===== src/rtl/ann_layer_sequencer_if.sv =====
// Datapath-facing bundle between the layer sequencer and the MAC / activation / backprop units.
// Sequencer drives operand selection, MAC control and write-back; backprop answers with bp_done.
interface ann_seq_if;
    logic       mac_clr;
    logic       mac_en;
    logic       src_sel;
    logic [4:0] in_idx;
    logic [7:0] w_addr;
    logic       act_we;
    logic       act_layer;
    logic [2:0] act_idx;
    logic       bp_start;
    logic       bp_done;

    modport master (
        output mac_clr, mac_en, src_sel, in_idx, w_addr,
        output act_we, act_layer, act_idx, bp_start,
        input  bp_done
    );

    modport slave (
        input  mac_clr, mac_en, src_sel, in_idx, w_addr,
        input  act_we, act_layer, act_idx, bp_start,
        output bp_done
    );
endinterface


===== src/rtl/ann_layer_sequencer.sv =====
// Moore sequencer sharing one MAC across all hidden/output neurons, with optional backprop epochs.
// Optional stall input hold_i is built only when SEQ_HOLD_EN is defined.
module ann_layer_sequencer #(
    parameter int N_IN      = 30,
    parameter int N_HID     = 5,
    parameter int N_OUT     = 3,
    parameter int ACT_LAT   = 2,
    parameter int MAX_EPOCH = 100
) (
    input  logic       clk_i,
    input  logic       rst_i,
    input  logic       start_i,
    input  logic       training_i,
`ifdef SEQ_HOLD_EN
    input  logic       hold_i,
`endif
    ann_seq_if.master  dp,
    output logic [9:0] epoch_o,
    output logic       done_o,
    output logic       done_training_o,
    output logic [4:0] state_o
);

    typedef enum logic [4:0] {
        IDLE     = 5'd0,
        HID_CLR  = 5'd1,
        HID_MAC  = 5'd2,
        HID_WAIT = 5'd3,
        HID_WR   = 5'd4,
        OUT_CLR  = 5'd5,
        OUT_MAC  = 5'd6,
        OUT_WAIT = 5'd7,
        OUT_WR   = 5'd8,
        BP       = 5'd9,
        BP_WAIT  = 5'd10,
        DONE     = 5'd11
    } state_t;

    localparam logic [4:0] HID_I_LAST = 5'(N_IN - 1);
    localparam logic [4:0] OUT_I_LAST = 5'(N_HID - 1);
    localparam logic [4:0] LAT_LAST   = 5'(ACT_LAT - 1);
    localparam logic [2:0] HID_N_LAST = 3'(N_HID - 1);
    localparam logic [2:0] OUT_N_LAST = 3'(N_OUT - 1);
    localparam logic [7:0] OUT_BASE   = 8'(N_HID * N_IN);
    localparam logic [9:0] EPOCH_MAX  = 10'(MAX_EPOCH);

    state_t     state_q, state_d;
    logic [2:0] n_q, n_d;
    logic [4:0] i_q, i_d;
    logic       mode_q, mode_d;
    logic [9:0] epoch_q, epoch_d;
    logic       dt_q, dt_d;
    logic       stall;

`ifdef SEQ_HOLD_EN
    assign stall = hold_i;
`else
    assign stall = 1'b0;
`endif

    always_ff @(posedge clk_i) begin
        if (rst_i) begin
            state_q <= IDLE;
            n_q     <= '0;
            i_q     <= '0;
            mode_q  <= 1'b0;
            epoch_q <= '0;
            dt_q    <= 1'b0;
        end else begin
            state_q <= state_d;
            n_q     <= n_d;
            i_q     <= i_d;
            mode_q  <= mode_d;
            epoch_q <= epoch_d;
            dt_q    <= dt_d;
        end
    end

    // i_q doubles as the MAC operand index and the activation-latency counter.
    always_comb begin
        state_d = state_q;
        n_d     = n_q;
        i_d     = i_q;
        mode_d  = mode_q;
        epoch_d = epoch_q;
        dt_d    = dt_q;
        case (state_q)
            IDLE: begin
                if (start_i) begin
                    mode_d  = training_i & ~dt_q;
                    n_d     = '0;
                    state_d = HID_CLR;
                end
            end
            HID_CLR: begin
                i_d     = '0;
                state_d = HID_MAC;
            end
            HID_MAC: begin
                if (!stall) begin
                    if (i_q == HID_I_LAST) begin
                        i_d     = '0;
                        state_d = HID_WAIT;
                    end else begin
                        i_d = i_q + 5'd1;
                    end
                end
            end
            HID_WAIT: begin
                if (i_q == LAT_LAST) begin
                    i_d     = '0;
                    state_d = HID_WR;
                end else begin
                    i_d = i_q + 5'd1;
                end
            end
            HID_WR: begin
                if (n_q == HID_N_LAST) begin
                    n_d     = '0;
                    state_d = OUT_CLR;
                end else begin
                    n_d     = n_q + 3'd1;
                    state_d = HID_CLR;
                end
            end
            OUT_CLR: begin
                i_d     = '0;
                state_d = OUT_MAC;
            end
            OUT_MAC: begin
                if (!stall) begin
                    if (i_q == OUT_I_LAST) begin
                        i_d     = '0;
                        state_d = OUT_WAIT;
                    end else begin
                        i_d = i_q + 5'd1;
                    end
                end
            end
            OUT_WAIT: begin
                if (i_q == LAT_LAST) begin
                    i_d     = '0;
                    state_d = OUT_WR;
                end else begin
                    i_d = i_q + 5'd1;
                end
            end
            OUT_WR: begin
                if (n_q == OUT_N_LAST) begin
                    n_d     = '0;
                    state_d = mode_q ? BP : DONE;
                end else begin
                    n_d     = n_q + 3'd1;
                    state_d = OUT_CLR;
                end
            end
            BP: state_d = BP_WAIT;
            BP_WAIT: begin
                if (dp.bp_done) begin
                    epoch_d = (epoch_q < EPOCH_MAX) ? epoch_q + 10'd1 : epoch_q;
                    if (epoch_d == EPOCH_MAX) begin
                        dt_d    = 1'b1;
                        state_d = DONE;
                    end else begin
                        n_d     = '0;
                        state_d = HID_CLR;
                    end
                end
            end
            DONE:    state_d = IDLE;
            default: state_d = IDLE;
        endcase
    end

    always_comb begin
        dp.mac_clr   = 1'b0;
        dp.mac_en    = 1'b0;
        dp.src_sel   = 1'b0;
        dp.in_idx    = '0;
        dp.w_addr    = '0;
        dp.act_we    = 1'b0;
        dp.act_layer = 1'b0;
        dp.act_idx   = '0;
        dp.bp_start  = 1'b0;
        done_o       = 1'b0;
        case (state_q)
            HID_CLR, OUT_CLR: dp.mac_clr = 1'b1;
            HID_MAC: begin
                dp.mac_en = ~stall;
                dp.in_idx = i_q;
                dp.w_addr = 8'(n_q) * 8'(N_IN) + 8'(i_q);
            end
            OUT_MAC: begin
                dp.mac_en  = ~stall;
                dp.src_sel = 1'b1;
                dp.in_idx  = i_q;
                dp.w_addr  = OUT_BASE + 8'(n_q) * 8'(N_HID) + 8'(i_q);
            end
            HID_WR: begin
                dp.act_we  = 1'b1;
                dp.act_idx = n_q;
            end
            OUT_WR: begin
                dp.act_we    = 1'b1;
                dp.act_layer = 1'b1;
                dp.act_idx   = n_q;
            end
            BP:      dp.bp_start = 1'b1;
            DONE:    done_o      = 1'b1;
            default: ;
        endcase
    end

    assign epoch_o         = epoch_q;
    assign done_training_o = dt_q;
    assign state_o         = state_q;

endmodule


===== src/flat_wrapper.sv =====
// flat-port wrapper written by rule: the top's interface ports become plain ports
module ann_layer_sequencer_flat 
#(
    parameter int N_IN      = 30,
    parameter int N_HID     = 5,
    parameter int N_OUT     = 3,
    parameter int ACT_LAT   = 2,
    parameter int MAX_EPOCH = 100
)
  (clk_i, rst_i, start_i, training_i, epoch_o, done_o, done_training_o, state_o, dp_mac_clr, dp_mac_en, dp_src_sel, dp_in_idx, dp_w_addr, dp_act_we, dp_act_layer, dp_act_idx, dp_bp_start, dp_bp_done);
  ann_seq_if dp_i ();
  input  logic clk_i;
  input  logic rst_i;
  input  logic start_i;
  input  logic training_i;
  output logic [9:0] epoch_o;
  output logic done_o;
  output logic done_training_o;
  output logic [4:0] state_o;
  output wire logic [$bits(dp_i.mac_clr)-1:0] dp_mac_clr;
  output wire logic [$bits(dp_i.mac_en)-1:0] dp_mac_en;
  output wire logic [$bits(dp_i.src_sel)-1:0] dp_src_sel;
  output wire logic [$bits(dp_i.in_idx)-1:0] dp_in_idx;
  output wire logic [$bits(dp_i.w_addr)-1:0] dp_w_addr;
  output wire logic [$bits(dp_i.act_we)-1:0] dp_act_we;
  output wire logic [$bits(dp_i.act_layer)-1:0] dp_act_layer;
  output wire logic [$bits(dp_i.act_idx)-1:0] dp_act_idx;
  output wire logic [$bits(dp_i.bp_start)-1:0] dp_bp_start;
  input wire logic [$bits(dp_i.bp_done)-1:0] dp_bp_done;
  assign dp_mac_clr = dp_i.mac_clr;
  assign dp_mac_en = dp_i.mac_en;
  assign dp_src_sel = dp_i.src_sel;
  assign dp_in_idx = dp_i.in_idx;
  assign dp_w_addr = dp_i.w_addr;
  assign dp_act_we = dp_i.act_we;
  assign dp_act_layer = dp_i.act_layer;
  assign dp_act_idx = dp_i.act_idx;
  assign dp_bp_start = dp_i.bp_start;
  assign dp_i.bp_done = dp_bp_done;
  ann_layer_sequencer #(.N_IN(N_IN), .N_HID(N_HID), .N_OUT(N_OUT), .ACT_LAT(ACT_LAT), .MAX_EPOCH(MAX_EPOCH)) u_core (.clk_i(clk_i), .rst_i(rst_i), .start_i(start_i), .training_i(training_i), .dp(dp_i), .epoch_o(epoch_o), .done_o(done_o), .done_training_o(done_training_o), .state_o(state_o));
endmodule

===== config.mk =====
export PLATFORM = sky130hd
export DESIGN_NAME = ann_layer_sequencer_flat
export DESIGN_NICKNAME = d
export VERILOG_FILES = /design/src/rtl/ann_layer_sequencer_if.sv /design/src/rtl/ann_layer_sequencer.sv /design/src/flat_wrapper.sv
export SDC_FILE = /design/constraint.sdc
export NUM_CORES = 1
export LEC_CHECK = 0
export BUFFER_PORTS_ARGS = -buffer_cell sky130_fd_sc_hd__buf_2
export CORE_ASPECT_RATIO = 1.1
export CORE_UTILIZATION = 45
export CTS_CLUSTER_DIAMETER = 200
export DETAILED_ROUTE_END_ITERATION = 6
export GPL_ROUTABILITY_DRIVEN = 0
export GPL_TIMING_DRIVEN = 0
export HOLD_SLACK_MARGIN = 0.03
export PLACE_DENSITY = 0.71
export REMOVE_ABC_BUFFERS = 1
export SYNTH_ARGS = -nofsm -noshare
export SYNTH_HDL_FRONTEND = slang
export SYNTH_SLANG_ARGS = --single-unit

===== constraint.sdc =====
create_clock -name clk_i -period 4.3 [get_ports clk_i]
set_clock_uncertainty 0.05 [all_clocks]
set_input_delay 0.645 -clock clk_i [delete_from_list [all_inputs] [get_ports clk_i]]
set_output_delay 0.645 -clock clk_i [all_outputs]
set_load 0.1 [all_outputs]

Word level (Yosys, flattened, before mapping)
Index checks and enable logic that the tools add are counted.
- word-level logic and storage cells: 85
- flip-flop bits (word level): 25
- magnitude comparators: 1
- equality and inequality tests: 24
- reduce and logical (&&, ||, !) cells: 12
- bitwise gates (word level): 2
- multiplexer cells: 32
- multiply operators: 2
- add/sub/neg operators: 6
- operators by type and width (operator ; number):
    $mux 5 ; 11
    $pmux 5 s11 ; 1
    $eq 5x3->1 const B ; 5
    $mux 3 ; 7
    $eq 5x4->1 const B ; 4
    $pmux 5 s4 ; 1
    $add 8x5->8 ; 2
    $pmux 8 s2 ; 1
    $pmux 3 s4 ; 1
    $add 10x1->10 const B ; 1
    $eq 10x7->1 const B ; 1
    $eq 5x1->1 const B ; 2
    $eq 5x2->1 const B ; 2
    $lt 10x7->1 const B ; 1
    $mux 10 ; 1
    $add 8x6->8 const A ; 1
    $ne 2x1->1 const B ; 4
    $reduce_bool 4->1 ; 2
    $reduce_or 2->1 ; 4
    $mul 3x4->7 const B ; 1
    $mux 1 ; 7
    $mul 3x3->6 const B ; 1
    $ne 2x2->1 const B ; 3
    $reduce_and 6->1 ; 1
    other kinds (13) ; 14

Longest topological paths before layout
Gate-level depths: netlist of the first run.
- depth in word-level cells: 6
- depth in mapped cells: 12
- depth with buffers taken out: 12

Worst setup path before layout of the first run
Ideal clock, no wire load.
- path type: reg2out
- start: register u_core.n_q[1]
- end: output dp_w_addr[5]
- setup slack: -1.222 ns
- data arrival time: 4.827 ns
- buffers on the path: 0
- required time: 3.605 ns
- stages on the path, launching flop included: 12
- cell sequence: dfxtp_1 -> inv_1 -> fa_1 -> inv_1 -> ha_1 -> fa_1 -> ha_1 -> o21ai_0 -> nand2b_1 -> xor2_1 -> nor2_1 -> a211oi_1
- longest elaborated chain between the ends: 4
- elaborated cells between the ends (all ways): 6
- those cells by class: add/sub (3); mul (2); mux (1)
- RTL lines (what ; RTL line ; RTL):
    start, declared ; ann_layer_sequencer.sv:48 ; logic [2:0] n_q, n_d;
    start signal, assigned ; ann_layer_sequencer.sv:71 ; n_q <= n_d;
    $mul 3x3->6 ; ann_layer_sequencer.sv:197 ; dp.w_addr = OUT_BASE + 8'(n_q) * 8'(N_HID) + 8'(i_q);
    $add 8x6->8 ; ann_layer_sequencer.sv:197 ;
    $add 8x5->8 ; ann_layer_sequencer.sv:197 ;
    $pmux 8 s2 (*) ; ann_layer_sequencer.sv:186 ; case (state_q)
    end, declared ; flat_wrapper.sv:24 ; output wire logic [$bits(dp_i.w_addr)-1:0] dp_w_addr;
Every way passes the cells marked *; elsewhere a longest branch is shown, timed or not.

Final worst setup path of the first run
Same ends and word-level chain as after synthesis.

==> results.toml, run 1 <==
[routing]
drt_iter0_markers = 45
avgRoutedWirePerCell_um = 13.69
vias = 2053
viasPerCell = 5.489
routed_wl_mm = 5.121
firstDrtPassIters = 4
ant_nets = 0
drc = 0

[synth]
ys_seq_area_share_pct = 20.82
ys_types = 53
synth_flop_cell = "dfxtp_1"
synth-edff-count = 0
netlist_instances = 282
async_reset_ff_share_pct = 0
avgSynthCellArea_um2 = 8.182
ys_ff_latch = 24
ys_warn_count = 0
synth.cell_area_mm2 = 0.002307

[global_routing]
grt_pass1_wl_mm = 8.604
gr-total-overflow = 0
grt_start_max_net_pins = 21
grt_usage_pct = 19.49
grt_pass1_vias = 1830
antenna_found_initial = 0

[job]
drv_cap = 0

[layout]
area_growth_pct = 14.48
fin_util_pct = 55.23
multi_input_area_mm2 = 0.001680
drive_above_1_share_pct = 20.44
final_common_cell = "nor2_1"
num_antenna_cells = 0
layout.cells.non_filler = 374
regArea_um2 = 491.7
nFillCells = 462
final_cell_area_mm2 = 0.002641
fin_nets = 356
layout_common_cells = "nor2_1 (44), buf_2 (39), ha_1 (23)"

[timing]
final_max_slew_viol_count = 0
slew-limit-headroom_pct = 51.64
hold_viol = 0
worst_pin_slew_ns = 0.7244
fin_hold_ws_ns = 0.4509
finalSetupViolations = 0
period_needed_ns = 4.095
layout_setup_ws_ns = 0.2048
max_freq_ghz = 0.2442
finalCritPeriodShare_pct = 95.24

[worst_setup_path]
startpoint_type = "register"
worstReg2RegStart = "u_core.state_o[3]"
worstSetupPathType = "reg2out"
crit_fanout = 9
setup.worst_path.end_class = "primary output"
critPathLaunch = "u_core.n_q[1]"
rrSetupSlack_ns = 1.69
cp.required_ns = 3.61
r2r_cells = 7
endpoint = "dp_w_addr[5]"
worstReg2RegEnd = "u_core.state_o[1]"
worstPathArrival_ns = 3.40

[floorplanning]
die_x_um = 70.27
core_mm2 = 0.004782
io_pins = 44
die_area_mm2 = 0.005418
initial_core_util_pct = 48.25
rows = 26
die_h_um = 77.10

[power]
p_leak_nw = 1.255
power-per-cell-area_mw_per_mm2 = 420.8
p_clk_share_pct = 14.1
seqPwrFrac_pct = 27.7
pwr-share-comb_pct = 58.1
swShare_pct = 54.25
p_int_mw = 0.5085
ir_worst_vdd_v = 0.0003461
p_sw_mw = 0.6029

[outcome]
status = "finished, final reports clean"

[placed_design]
io_buffers = 42
dpl.hpwl_mm = 3.845
placed_area_mm2 = 0.002530
dpl_worst_slack_ns = 0.03474
placed_cells = 367

[clocking]
cts_root_buf = "clkbuf_8"
cts_buffer_depth = 2
clock_latency_ns = 0.27
htreeDepth = 1
cts_tree = "done"
path_clk_slew_ns = 0.09
cts_sinks = 24
cts_inserted_buffers = 3

[hold_path]
hp-class = "reg2reg"
worstHoldStart = "u_core.epoch_o[7]"
-- power groups by stage --
stage / combinational [mW] / sequential, mW / clock, mW
6_report: 0.646 / 0.308 / 0.157
5_1_grt: 0.706 / 0.315 / 0.169
4_1_cts: 0.627 / 0.310 / 0.160
3_5_place_dp: 0.623 / 0.315 / 0
3_3_place_gp: 0.617 / 0.315 / 0
2_1_floorplan: 0.453 / 0.366 / 0
-- stage by stage --
stage | power (mW) | setup TNS, ns
CTS | 1.097 | 0
global route | 1.191 | -0.02129
finish | 1.111 | 0
global placement | 0.9321 | 0
detailed placement | 0.9375 | 0
floorplan | 0.8187 | -6.140
-- how the worst min path moves through the flow --
stage / end / slack (ns) / cells after the start
after global placement: u_core.epoch_o[8] / 0.43 / 1
after floorplan: u_core.mode_q / 0.47 / 3
after CTS: u_core.epoch_o[7] / 0.45 / 1
after global routing: u_core.epoch_o[7] / 0.46 / 1
final: u_core.epoch_o[7] / 0.45 / 1
after detailed placement: u_core.epoch_o[7] / 0.44 / 1
-- cells by family after synthesis --
kind of cell,count (synthesis),share of synthesized area [%]
flip-flops,24,20.82
buffers and inverters,38,6.562
other,1,0.1625
AND/OR/NAND/NOR,111,25.11
XOR/XNOR,18,6.833
adder cells (fa/ha/maj),32,20.28
AO/OA/AOI/OAI,52,17.57
multiplexers,6,2.657
-- state kept, by name (all words and copies together) (netlist names) --
register                cells
u_core.epoch_o             10
u_core.i_q                  5
u_core.state_o              4
u_core.n_q                  3
u_core.done_training_o      1
u_core.mode_q               1
-- final cells by class --
cell class | instances | share of cell area [%]
Tap cell | 56 | 2.653
Inverter | 25 | 3.695
Sequential cell | 24 | 18.62
Multi-Input combinational cell | 220 | 63.62
Clock buffer | 4 | 2.084
Timing Repair Buffer | 45 | 9.332
-- what timing repair did --
action / CTS / global route
setup buffers: 0 / 3
gates resized for setup: 6 / 6
cloned: 0 / 0
endpoints found under the setup margin: 4 / 3
hold buffers: 0 / 0
-- metal layers --
layer,vias up,track usage [%],part of all wire (%)
li1,1044,-,-
met1,947,26.17,48
met2,53,31.62,46
met3,9,2.234,3.5
met4,0,7.600,2.1
met5,-,0,0
-- worst max-delay path, cell delays in order (launching register included) --
cell      delay, ns
dfxtp_4        0.43
inv_1          0.15
fa_1           0.52
inv_1          0.08
ha_1           0.22
fa_1           0.45
ha_1           0.33
o21ai_0        0.09
nand2b_1       0.11
xor2_1         0.14
nor2_1         0.06
a211oi_2       0.25
clkbuf_8       0.29
-- synthesized netlist by cell type (2+ instances only) --
cell type	number	share of area (%)
a211oi_1	4	1.3
a21boi_0	3	0.98
a21o_1	5	1.6
a21oi_1	17	3.7
a41oi_1	2	0.76
and2_1	5	1.4
and3b_1	3	1.1
and4_1	3	1.1
buf_2	4	0.87
clkbuf_1	8	1.3
dfxtp_1	24	21
fa_1	9	7.8
ha_1	23	12
inv_1	23	3.7
inv_2	2	0.33
mux2i_1	5	2.2
nand2_1	10	1.6
nand2b_1	6	1.6
nand3_1	6	1.3
nand4_1	6	1.6
nor2_1	44	7.2
nor2b_1	10	2.7
nor3_1	10	2.2
o21ai_0	3	0.65
o31ai_1	2	0.65
or3_4	2	0.98
xnor2_1	8	3.0
xor2_1	10	3.8
No activity file was read; power rests on OpenSTA's default activity.
==> inputs of run 2 (changes only) <==
--- a/config.mk
+++ b/config.mk
@@ -11,9 +11,9 @@
 export CTS_CLUSTER_DIAMETER = 200
 export DETAILED_ROUTE_END_ITERATION = 6
 export GPL_ROUTABILITY_DRIVEN = 0
-export GPL_TIMING_DRIVEN = 0
 export HOLD_SLACK_MARGIN = 0.03
-export PLACE_DENSITY = 0.71
+export PLACE_DENSITY_LB_ADDON = 0.08
+export RECOVER_POWER = 25
 export REMOVE_ABC_BUFFERS = 1
 export SYNTH_ARGS = -nofsm -noshare
 export SYNTH_HDL_FRONTEND = slang
==> run 2 against run 1 <==
Final cell count did not move. Combinational power barely moved. Hold slack got worse by 0.0046 ns. Critical endpoint unchanged. Largest power group unchanged.
==> results.toml, run 2 (synthesis results as in run 1) <==
[placed_design]
dpl.hpwl_mm = 3.976
dpl_worst_slack_ns = 0.5331
io_buffers = 42
placed_area_mm2 = 0.002597
placed_cells = 370

[clocking]
cts_inserted_buffers = 3
path_clk_slew_ns = 0.09
clock_latency_ns = 0.27
cts_tree = "done"
ctsResizeCount = 0
ctsHoldBuffers = 0
post_cts_buffers = 0
cts_buffer_depth = 2
cts_sinks = 24
htreeDepth = 1
cts_root_buf = "clkbuf_8"

[timing]
layout_setup_ws_ns = 0.2690
worst_pin_slew_ns = 1.156
max_freq_ghz = 0.2481
slew-limit-headroom_pct = 23.30
fin_hold_ws_ns = 0.4463
finalCritPeriodShare_pct = 93.74
hold_viol = 0
rsz0062_at_grt = "false"
period_needed_ns = 4.031
final_max_slew_viol_count = 0
finalSetupViolations = 0

[floorplanning]
rows = 26
core_mm2 = 0.004782
die_area_mm2 = 0.005418
initial_core_util_pct = 48.25
die_h_um = 77.10
io_pins = 44
die_x_um = 70.27

[layout]
layout.cells.non_filler = 374
area_growth_pct = 15.18
multi_input_area_mm2 = 0.001675
nFillCells = 475
drive_above_1_share_pct = 16.04
layout_common_cells = "nor2_1 (44), buf_2 (30), dfxtp_1 (24)"
regArea_um2 = 480.5
final_cell_area_mm2 = 0.002658
num_antenna_cells = 0
final_common_cell = "nor2_1"
largest_register_ffs = 10
fin_nets = 356

[worst_setup_path]
startpoint_type = "register"
slowest_delay_ns = 0.55
worstPathArrival_ns = 3.34
slowest_stage = "fa_1"
worst-path-buf-inv = 3
crit_fanout = 5
setup.worst_path.end_class = "primary output"
cp_top_family = "adder cells"
worstSetupPathType = "reg2out"
cp.required_ns = 3.61
path_cells = "inv_1 > fa_1 > inv_1 > ha_1 > fa_1 > ha_1 > o21ai_0 > nand2b_1 > xor2_1 > nor2_1 > a211oi_1 > buf_12"

[routing]
drt_iter0_markers = 90
viasPerCell = 5.414
routed_wl_mm = 5.125
avgRoutedWirePerCell_um = 13.70
ant_nets = 0
drc = 0
vias = 2025
firstDrtPassIters = 4

[global_routing]
grt_pass1_wl_mm = 8.838
gr-total-overflow = 0
grt_start_max_net_pins = 21
grt_pass1_vias = 1884
antenna_found_initial = 0
grt_usage_pct = 20.05

[power]
total_power_mw = 1.145
power-per-cell-area_mw_per_mm2 = 430.8
p_leak_nw = 1.229
ir_worst_vdd_v = 0.0003364

[outcome]
status = "finished, final reports clean"

[job]
drv_cap = 0

[hold_path]
hp-class = "reg2reg"
## run 2: worst paths after layout
check	slack [ns]	cells past startpoint	endpoint	from
worst max-delay path	0.27	12	dp_w_addr[5]	u_core.n_q[0]
worst min-delay path	0.45	1	u_core.epoch_o[8]	u_core.epoch_o[8]
worst max register to register	1.60	7	u_core.state_o[1]	u_core.state_o[3]
worst min register to register	0.45	1	u_core.epoch_o[8]	u_core.epoch_o[8]
## run 2: routing by layer
metal	up-vias	GRT usage, %	wire [um]
met5	-	0	0
met4	0	4.200	42
met3	4	2.497	196
met2	45	37.33	2567
met1	935	24.21	2319
li1	1041	-	-
## run 2: power by group
part           switching [mW]  internal [mW]  leakage [nW]
registers              0.0570          0.243         0.194
logic                   0.466          0.179         0.999
clock network          0.0749          0.125        0.0357
## run 2: layout make-up
class	count	share of cell area (%)
multi-input combinational	220	63.04
sequential	24	18.08
timing repair buffer	45	10.03
inverter	25	3.531
tap	56	2.637
clock buffer	3	1.554
clock inverter	1	1.130
## run 2: per-stage QoR
step / setup TNS, ns / utilization [%]
CTS: 0 / 55.81
global placement: 0 / 54.32
global route: 0 / 55.57
detailed placement: 0 / 54.32
finish: 0 / 55.57
floorplan: -6.140 / -
==> inputs of run 3 (changes only) <==
==> constraint.sdc (replaced) <==
create_clock -name clk_i -period 5.2 [get_ports clk_i]
set_clock_uncertainty 0.05 [all_clocks]
set_input_delay 0.78 -clock clk_i [delete_from_list [all_inputs] [get_ports clk_i]]
set_output_delay 0.78 -clock clk_i [all_outputs]
set_load 0.1 [all_outputs]
==> run 3 against run 2 <==
Hold slack improved by 0.0066 ns. Flip-flop and latch count did not move. Via count rose by 0.30%. Highest routed layer unchanged. Global-route usage rose by 1.2 points. Sequential share of layout area rose by 0.45 points. Clock-buffer cell count did not move. Setup slack improved by 0.39 ns. Routed wire length rose by 5.6%. Final cell count fell by 0.80%. Combinational power fell by 19%. Design area fell by 2.4%.
==> results.toml, run 3 (synthesis results as in run 1) <==
[outcome]
status = "finished, final reports clean"

[job]
drv_cap = 0

[placed_design]
placed_area_mm2 = 0.002530
io_buffers = 42
dpl_worst_slack_ns = 0.9518
dpl.hpwl_mm = 4.168

[clocking]
cts_sinks = 24
path_clk_slew_ns = 0.09
ctsResizeCount = 0
cts_tree = "done"
clock_latency_ns = 0.28
cts_buffer_depth = 2
post_cts_buffers = 0
ctsHoldBuffers = 0
cts_root_buf = "clkbuf_8"
htreeDepth = 1
cts_inserted_buffers = 3

[timing]
max_freq_ghz = 0.2200
slew-limit-headroom_pct = 23.29
fin_tns_setup_ns = 0
finalSetupViolations = 0
final_max_slew_viol_count = 0
worst_pin_slew_ns = 1.156
finalCritPeriodShare_pct = 87.39
hold_viol = 0
period_needed_ns = 4.545
layout_setup_ws_ns = 0.6555
rsz0062_at_grt = "false"

[floorplanning]
initial_core_util_pct = 48.25
die_area_mm2 = 0.005418
io_pins = 44
die_x_um = 70.27
core_mm2 = 0.004782
rows = 26
die_h_um = 77.10

[layout]
nFillCells = 473
largest_register_ffs = 10
fin_nets = 353
layout_common_cells = "nor2_1 (44), buf_2 (35), dfxtp_1 (24)"
final_cell_area_mm2 = 0.002592
regArea_um2 = 480.5
num_antenna_cells = 0
drive_above_1_share_pct = 15.87
final_common_cell = "nor2_1"
fin_util_pct = 54.21
multi_input_area_mm2 = 0.001675
area_growth_pct = 12.36

[global_routing]
grt_start_max_net_pins = 21
grt_pass1_vias = 1937
grt_usage_pct = 21.20
grt_pass1_wl_mm = 9.308
antenna_found_initial = 0
gr-total-overflow = 0

[power]
p_int_mw = 0.4447
pwr-share-comb_pct = 55.1
p_sw_mw = 0.5005
p_leak_nw = 1.214
total_power_mw = 0.9452
swShare_pct = 52.95
ir_worst_vdd_v = 0.0002553
seqPwrFrac_pct = 27.1
p_clk_share_pct = 17.9
power-per-cell-area_mw_per_mm2 = 364.6

[hold_path]
hp-class = "reg2reg"

[worst_setup_path]
worstSetupPathType = "reg2out"
cp_top_family = "adder cells"
crit_fanout = 9
slowest_stage = "dfxtp_1"
worst-path-buf-inv = 3
worstPathArrival_ns = 3.71
setup.worst_path.end_class = "primary output"
cp.required_ns = 4.37
startpoint_type = "register"
path_cells = "inv_1 > fa_1 > inv_1 > ha_1 > fa_1 > ha_1 > o21ai_0 > nand2b_1 > xor2_1 > nor2_1 > a211oi_1 > buf_2"
slowest_delay_ns = 0.55

[routing]
vias = 2031
ant_nets = 0
viasPerCell = 5.474
routed_wl_mm = 5.414
firstDrtPassIters = 4
avgRoutedWirePerCell_um = 14.59
drt_iter0_markers = 75
drc = 0
==> run 3: cell count changes in the layout (fill, tap and decap cells not counted), sizes merged <==
cell,delta
clkbuf,-2
buf,-1
==> run 3: final cells by class <==
type	count	area share, %
tap	56	2.703
sequential	24	18.53
clock inverter	1	1.158
timing repair buffer	42	7.770
clock buffer	3	1.593
multi-input combinational	220	64.62
inverter	25	3.620
==> run 3: metrics by stage <==
step,hold WS [ns],cells
3_5_place_dp,0.4348,367
3_3_place_gp,0.4289,367
6_report,0.4529,371
2_1_floorplan,0.4689,269
4_1_cts,0.4493,371
5_1_grt,0.4770,371
==> run 3: power groups by stage <==
stage | clock network, mW | registers (mW) | logic (mW)
after floorplan | 0 | 0.303 | 0.374
after global placement | 0 | 0.260 | 0.519
after detailed placement | 0 | 0.259 | 0.521
after CTS | 0.172 | 0.254 | 0.523
after global routing | 0.177 | 0.262 | 0.573
final | 0.169 | 0.256 | 0.521
==> run 3: worst register-to-register path, delay by kind of cell, from the launching register on <==
kind                   cells  cell delay [ns]
AO/OA/AOI/OAI              3             0.86
buffers and inverters      1             0.17
flip-flops                 1             0.62
AND/OR/NAND/NOR            3             0.84
==> run 3: path summary, 6_finish.rpt <==
kind                            cells after the start           endpoint               from  slack (ns)
worst min-delay path                                1  u_core.epoch_o[7]  u_core.epoch_o[7]        0.45
worst max-delay path                               12       dp_w_addr[5]      u_core.n_q[1]        0.66
worst min register to register                      1  u_core.epoch_o[7]  u_core.epoch_o[7]        0.45
worst max register to register                      7  u_core.state_o[1]  u_core.state_o[3]        2.50
==> run 3: routing by layer <==
layer  global-route usage [%]  part of all wire [%]  vias to the layer above
met4                    7.400                   1.8                        0
met5                        0                     0                        -
met2                    36.95                    49                       53
met3                    2.365                   3.2                       10
met1                    26.73                    46                      928
li1                         -                     -                     1040
